### config.mk
export PLATFORM = sky130hd
export DESIGN_NAME = i281_fetch_unit
export DESIGN_NICKNAME = d
export VERILOG_FILES = /design/src/rtl/i281_pkg.sv /design/src/rtl/i281_code_mux.sv /design/src/rtl/i281_fetch_unit.sv
export SDC_FILE = /design/constraint.sdc
export NUM_CORES = 1
export LEC_CHECK = 0
export ABC_AREA = 0
export CAP_MARGIN = 20
export CORE_AREA = 4 4 215 217
export DETAILED_ROUTE_END_ITERATION = 10
export DIE_AREA = 0 0 219 221
export HOLD_SLACK_MARGIN = 0.1
export SLEW_MARGIN = 10
export SYNTH_ARGS = -nofsm -noshare
export SYNTH_HDL_FRONTEND = slang
export SYNTH_SLANG_ARGS = --single-unit
### constraint.sdc
create_clock -name clk -period 2 [get_ports clk]
set_input_delay 0.3 -clock clk [delete_from_list [all_inputs] [get_ports clk]]
set_output_delay 0.3 -clock clk [all_outputs]
set_load 0.02 [all_outputs]
### src/rtl/i281_pkg.sv
// i281_pkg: shared widths, NOOP word and opcode constants for the i281 datapath.
//   PC_W      : program counter width (PC[PC_W-1] selects the code bank)
//   INSTR_W   : instruction word width
//   CNT_W     : fetched-instruction counter width
//   NOOP_WORD : instruction presented while no word has been fetched
package i281_pkg;
    localparam int PC_W       = 5;
    localparam int INSTR_W    = 16;
    localparam int CNT_W      = 16;
    localparam int BANK_WORDS = 2 ** (PC_W - 1);

    localparam logic [INSTR_W-1:0] NOOP_WORD = 16'h0000;

    localparam logic [3:0] OP_NOOP   = 4'b0000;
    localparam logic [3:0] OP_INPUTC = 4'b0001;
    localparam logic [3:0] OP_INPUTD = 4'b0010;
    localparam logic [3:0] OP_MOVE   = 4'b0011;
    localparam logic [3:0] OP_LOADI  = 4'b0100;
    localparam logic [3:0] OP_ADD    = 4'b0101;
    localparam logic [3:0] OP_ADDI   = 4'b0110;
    localparam logic [3:0] OP_SUB    = 4'b0111;
    localparam logic [3:0] OP_SUBI   = 4'b1000;
    localparam logic [3:0] OP_LOAD   = 4'b1001;
    localparam logic [3:0] OP_LOADF  = 4'b1010;
    localparam logic [3:0] OP_STORE  = 4'b1011;
    localparam logic [3:0] OP_STOREF = 4'b1100;
    localparam logic [3:0] OP_SHIFT  = 4'b1101;
    localparam logic [3:0] OP_JUMP   = 4'b1110;
    localparam logic [3:0] OP_BRANCH = 4'b1111;
endpackage

### src/rtl/i281_code_mux.sv
// i281_code_mux: combinational word select from the two flattened code ROM banks.
//   code_low  : words 0..15, word k at [16k+15:16k]
//   code_high : words 16..31, same packing
//   pc        : word address; top bit picks the bank
//   word      : selected instruction word
module i281_code_mux
    import i281_pkg::*;
(
    input  logic [BANK_WORDS*INSTR_W-1:0] code_low,
    input  logic [BANK_WORDS*INSTR_W-1:0] code_high,
    input  logic [PC_W-1:0]               pc,
    output logic [INSTR_W-1:0]            word
);
    logic [INSTR_W-1:0] low_w  [BANK_WORDS];
    logic [INSTR_W-1:0] high_w [BANK_WORDS];

    for (genvar k = 0; k < BANK_WORDS; k++) begin : g_unpack
        assign low_w[k]  = code_low[k*INSTR_W +: INSTR_W];
        assign high_w[k] = code_high[k*INSTR_W +: INSTR_W];
    end

    assign word = pc[PC_W-1] ? high_w[pc[PC_W-2:0]] : low_w[pc[PC_W-2:0]];
endmodule

### src/rtl/i281_fetch_unit.sv
// i281_fetch_unit: program counter plus one-entry registered instruction output with valid/ready.
//   clk, rst_n                 : clock, asynchronous active-low reset
//   code_low, code_high        : flattened code ROM banks
//   run, step                  : free-run enable, single-fetch pulse while halted
//   redirect_valid/redirect_pc : branch/jump target, overrides fetching
//   instr_ready                : decode accepts the presented word
//   instr_valid/out/pc         : presented word and its address
//   pc                         : next address to fetch
//   fetch_count                : saturating count of accepted handshakes
module i281_fetch_unit
    import i281_pkg::*;
(
    input  logic                          clk,
    input  logic                          rst_n,
    input  logic [BANK_WORDS*INSTR_W-1:0] code_low,
    input  logic [BANK_WORDS*INSTR_W-1:0] code_high,
    input  logic                          run,
    input  logic                          step,
    input  logic                          redirect_valid,
    input  logic [PC_W-1:0]               redirect_pc,
    input  logic                          instr_ready,
    output logic                          instr_valid,
    output logic [INSTR_W-1:0]            instr_out,
    output logic [PC_W-1:0]               instr_pc,
    output logic [PC_W-1:0]               pc,
    output logic [CNT_W-1:0]              fetch_count
);
    logic [PC_W-1:0]    pc_q, pc_d, instr_pc_q, instr_pc_d;
    logic [INSTR_W-1:0] instr_out_q, instr_out_d, word;
    logic [CNT_W-1:0]   fetch_count_q, fetch_count_d;
    logic               instr_valid_q, instr_valid_d, step_pending_q, step_pending_d;
    logic               slot_free, fetch_en, accept;

    i281_code_mux u_code_mux (
        .code_low  (code_low),
        .code_high (code_high),
        .pc        (pc_q),
        .word      (word)
    );

    always_comb begin
        slot_free      = !instr_valid_q || instr_ready;
        accept         = instr_valid_q && instr_ready;
        fetch_en       = slot_free && (run || step_pending_q) && !redirect_valid;
        // redirect flushes the held word even when it is being accepted this cycle
        pc_d           = redirect_valid ? redirect_pc : fetch_en ? pc_q + PC_W'(1) : pc_q;
        instr_valid_d  = redirect_valid ? 1'b0 : fetch_en ? 1'b1 : accept ? 1'b0 : instr_valid_q;
        instr_out_d    = fetch_en ? word : instr_out_q;
        instr_pc_d     = fetch_en ? pc_q : instr_pc_q;
        // a step while one is already pending is dropped; step is meaningless while running
        step_pending_d = (fetch_en && !run) ? 1'b0 : (step && !run) ? 1'b1 : step_pending_q;
        fetch_count_d  = (accept && fetch_count_q != '1) ? fetch_count_q + CNT_W'(1) : fetch_count_q;
    end

    always_ff @(posedge clk or negedge rst_n) begin
        if (!rst_n) begin
            pc_q           <= '0;
            instr_valid_q  <= 1'b0;
            instr_out_q    <= NOOP_WORD;
            instr_pc_q     <= '0;
            fetch_count_q  <= '0;
            step_pending_q <= 1'b0;
        end else begin
            pc_q           <= pc_d;
            instr_valid_q  <= instr_valid_d;
            instr_out_q    <= instr_out_d;
            instr_pc_q     <= instr_pc_d;
            fetch_count_q  <= fetch_count_d;
            step_pending_q <= step_pending_d;
        end
    end

    assign pc          = pc_q;
    assign instr_valid = instr_valid_q;
    assign instr_out   = instr_out_q;
    assign instr_pc    = instr_pc_q;
    assign fetch_count = fetch_count_q;
endmodule

# Word-level counts from Yosys, hierarchy flattened
# Cells that the tools add are included.
# Widths: inputs -> output; s select.
# word_totals
output_inout_bits	43
wordCells	39
in_bits	523
regBits	44
# classes
mux	14
eq_ne	1
n_reduce_logical	14
n_addsub	2
bitwise	1
order_cmp	1
# ops
cell	n
$bmux 16 s4	2
$mux 16	5
$add 16x1->16 const B	1
$ne 16x16->1 const B	1
$mux 5	2
$logic_and 1x1->1	6
$add 5x1->5 const B	1
$ge 5x5->1 const B	1
$mux 1	5
$not 4->5	1
$reduce_bool 2->1	2
$logic_not 1->1	3
$reduce_bool 3->1	1
$logic_or 1x1->1	2

# Logic depth before layout (Yosys ltp)
# depth
word_depth	6
mapped_depth	9
mapped_depth_nobuf	6

# Modules after synthesis
# Synthesis repeated with hierarchy kept, for this count alone.
# hier_totals
cells_unflattened	718
area_unflattened_um2	6508.7
# by_module_without_submodules
module	cells_each	seq_area_each_um2	area_each_um2	instances
i281_code_mux	569	0.0	4629.4	1
i281_fetch_unit	149	1101.1	1879.3	1

# Worst setup path after synthesis
# OpenSTA, ideal clock, no wires.
# synth_timing
path_type	register -> register
start	reg pc_q[0] (netlist: pc[0])
end	reg instr_out_q[10] (netlist: instr_out[10])
slack_ps	3
synth_period_minus_slack_ps	1997
t_required_ps	1862
n_path_buf	3
arrival_time_ps	1859
setup_ps	138
stages_incl_launch_ff	7
path_cell_list	dfrtp_1 > buf_2 > buf_6 > buf_2 > mux4_2 > mux2i_1 > o211ai_1
# synth_between
elab_chain_cells	5
word_cells_on_any_way	8
cone_classes	7 x mux; 1 x bitwise
# synth_rtl
element	line	rtl
from (decl)	i281_fetch_unit.sv:28	logic [PC_W-1:0] pc_q, pc_d, instr_pc_q, instr_pc_d;
from (signal assigned)	i281_fetch_unit.sv:64	pc_q <= pc_d;
$not 4->5 (implied by the code) (*)	i281_code_mux.sv:22	assign word = pc[PC_W-1] ? high_w[pc[PC_W-2:0]] : low_w[pc[PC_W-2:0]];
$bmux 16 s4	i281_code_mux.sv:22	
$mux 16 (implied by the code) (2 in series)	i281_code_mux.sv:22	
$mux 16 (*)	i281_code_mux.sv:22	
to (signal assigned)	i281_fetch_unit.sv:66	instr_out_q <= instr_out_d;
to (decl)	i281_fetch_unit.sv:29	logic [INSTR_W-1:0] instr_out_q, instr_out_d, word;
# Every way passes the cells marked *; elsewhere a longest branch is shown, timed or not. The select of a mux whose other input is x is not followed.
# A chain may end at the register's enable or synchronous reset.

# Worst setup path in the final report
# layout_timing
start	reg pc_q[0] (netlist: pc[0])
end	reg instr_out_q[5] (netlist: instr_out[5])
# The elaborated chain is that of the path after synthesis.

==> metrics.md <==
| Metric | Value |
|---|---|
| Outcome | complete, but fails checks |
| Failing checks | setup timing |
| Pwr Total | 0.00802 W |
| CP endpoint kind | flop |
| Die width | 219 µm |
| Final setup fails | 16 |
| Initial antenna violation count | 11 |
| Drt via density | 4.23 |
| WS Path Type | reg -> reg |
| CP Buf/Inv Count | 3 |
| Max Cap Viol | 0 |
| Die height | 221 µm |
| Inserted Clock Buffers | 5 |
| Top cell type's share of synthesized area | 0.318 |
| Crit-path max FO | 5 |
| Peak supply drop | 371 µV |
| Synth Area per Inst | 11.9 µm² |
| Post-DP HPWL | 34.4 mm |
| CTS tree | built |
| Clock tree root buffer cell | clkbuf_16 |
| Count leader, synth | mux2i_1 |
| Final Net Count | 1,654 |
| YS warnings | 0 |
| Clock period minus worst slack | 2.13 ns |
| Sink Count | 44 |
| Hold slack | 0.111 ns |
| Tcrit/Tclk final | 1.06 |
| Initial Util | 0.138 |
| Seq cells post-synth | 44 |
| Max incr delay on CP | 0.50 ns |
| Final instance area | 13,700 µm² |
| CP most frequent cell | buf_12 |
| Ys async rst share | 1.00 |
| Routed WL | 39.4 mm |
| Worst path required time | 2.18 ns |
| Main synth FF type | dfrtp_1 |
| Post-synth EDFFs | 0 |
| Startpoint Class | flop |
| Crit path DAT | 2.30 ns |
| Area growth, synth to finish | 124% |
| RSZ-0062 raised after global routing | yes |
| Distinct cells, synth | 48 |
| DRC | 0 |
| Slack of the critical path | -0.125 ns |
| Peak Freq | 0.470 GHz |
| Pwr Density | 587 nW/µm² |
| Area contributors post-synth | mux4_2 32%, dfrtp_1 18%, mux2i_1 16% |
| PortBufs | 565 |
| Global routing's busiest layer | met2 |
| Area of placed instances | 13,000 µm² |
| 1st-iter DRT viols | 355 |
| Critical path cell sequence | buf_12 > buf_8 > buf_12 > mux4_2 > mux2i_2 > o22ai_2 > a2111o_1 |
| Antenna-violating nets left | 0 |
| Clk_lat worst skew | 0.29 ns |
| Register area | 1110 µm² |
| Slew margin rel. | 0.579 |
| Met1 Usage GRT | 0.184 |
| Placement row count | 77 |
| First-pass GRT wire length | 55.3 mm |
| Filler Cells Inserted | 4,548 |
| Largest area contributor in the netlist | mux4_2 |
| Syn Inst Count | 511 |
| Area of the multi-input gates | 4920 µm² |
| Top Ports | 566 |
| Gr usage total | 0.154 |
| Met3 Use GR | 0.0337 |
| Syn_nets | 1,036 |
| Routability cong. | 0.868 |
| Clk slew on worst S/H paths | 0.07 ns |
| Post-DR wirelength/cell | 22.8 µm |
| Core area | 44,100 µm² |
| Sequential-to-total area share from yosys stat | 0.181 |
| Synth top cells by count | 97 x mux2i_1, 86 x mux4_2, 44 x dfrtp_1 |
| CP max-delay cell | dfrtp_4 |
| Family with the most delay on the worst path | multiplexers |
| Hold_buf cts | 0 |
| Cell area after synthesis | 6090 µm² |
| Leak | 5.03 nW |
| GRT met2 Usage | 0.288 |
| Drt first pass iters | 4 |
| Fin. Hold Viols | 0 |
| CTS max path bufs | 2 |
| Slew Limit Fails | 0 |
| Worst-Margin Slew | 0.631 ns |
| DR vias | 7,294 |
| Total global routing overflow | 0 |
| Worst hold path class | in -> async |
| Setup Skew | 0.0106 ns |
| CTS HTree Levels | 2 |
| Via count of the first global-routing pass | 8,244 |
| Pre-CTS WS | -0.405 ns |
| Setup TNS | -1.15 ns |
| Largest net degree at the start of global routing | 45 |
| DIE AREA | 48,400 µm² |
| Share of layout cells above drive strength 1 | 0.225 |
cells in the final DEF, fill, tap and decap left out, types with 8 or more instances in the layout:
master / Yosys / routed
clkdlybuf4s50_1: 0 / 561
mux4_2: 86 / 86
mux2i_1: 97 / 80
buf_4: 7 / 74
dfrtp_1: 44 / 41
nand2_1: 28 / 27
nor2b_1: 15 / 14
xnor2_1: 13 / 13
mux2_1: 12 / 12
buf_12: 0 / 12
o22a_1: 11 / 11
o211ai_1: 11 / 11
a22o_1: 10 / 10
nand4_1: 10 / 10
o22ai_2: 0 / 9
mux2i_4: 0 / 9
mux2_2: 9 / 9
a22oi_1: 11 / 9
a2111oi_0: 10 / 8
a221oi_1: 10 / 8
mux2i_2: 0 / 8
clkbuf_16: 0 / 8
sequential cells by signal, summed over array words and instances, names as in the netlist:
register / flops
fetch_count: 16
instr_out: 16
instr_pc: 5
pc: 5
instr_valid: 1
step_pending_q: 1
final timing paths:
| kind | start | to | slack (ns) | depth (start not counted) |
|---|---|---|---|---|
| max in group asynchronous | rst_n | pc[1]$_DFFE_PN0P_ | 1.41 | 2 |
| worst min-delay path | rst_n | fetch_count[11]$_DFFE_PN0P_ | 0.11 | 2 |
| worst max register to register | pc[0]$_DFFE_PN0P_ | instr_out[5]$_DFFE_PN0N_ | -0.13 | 7 |
| worst max-delay path | pc[0]$_DFFE_PN0P_ | instr_out[5]$_DFFE_PN0N_ | -0.13 | 7 |
| worst min register to register | instr_pc[4]$_DFFE_PN0N_ | instr_pc[4]$_DFFE_PN0N_ | 0.48 | 2 |
| min in group clk | instr_pc[4]$_DFFE_PN0N_ | instr_pc[4]$_DFFE_PN0N_ | 0.48 | 2 |
layer usage:
| layer | wire length [µm] | up-vias |
|---|---|---|
| met1 | 15400 | 3540 |
| met4 | 473 | 8 |
| met5 | 43 | - |
| met3 | 2640 | 37 |
| li1 | - | 3387 |
| met2 | 20800 | 322 |
worst reg2reg max path, delay by kind of cell, from the launching register on:
family	cells	cell delay, ns
AO/OA/AOI/OAI	2	0.42
buffers and inverters	3	0.43
multiplexers	2	0.66
flip-flops	1	0.50
timing repair:
item | 4_1_cts | 5_1_grt
gates cloned | 1 | 3
resized for setup | 45 | 20
setup endpoints to repair | 18 | 16
buffers inserted | 10 | 1
pin swaps | 6 | 12
where the power goes:
group	internal [W]	switching, W
clock	0.000595	0.000388
combinational	0.00331	0.00237
sequential	0.00113	0.000235
cells by family (layout without fill, tap and decap cells):
group                    count (synthesis)  in the layout  share of synthesized area
flip-flops                              44             44                      0.181
adder cells (fa/ha/maj)                  2              2                    0.00411
AO/OA/AOI/OAI                          107            107                      0.143
multiplexers                           204            204                      0.516
XOR/XNOR                                19             19                     0.0273
other                                    0              2                          0
AND/OR/NAND/NOR                         79             79                     0.0705
buffers and inverters                   56            675                     0.0579
area by class of cell:
cell class | instances | area share
Inverter | 2 | 0.000550
Sequential cell | 44 | 0.0814
Antenna cell | 2 | 0.000366
Multi-Input combinational cell | 411 | 0.360
Clock inverter | 3 | 0.00339
Tap cell | 592 | 0.0542
Clock buffer | 5 | 0.00916
Timing Repair Buffer | 665 | 0.491
metrics by stage:
step / instances / utilization
final: 1724 / 0.310
after global routing: 1724 / 0.310
after CTS: 1719 / 0.305
after detailed placement: 1700 / 0.294
after global placement: 1700 / 0.294
after floorplan: 511 / -
Note: power is estimated with default switching activity, not from simulation.
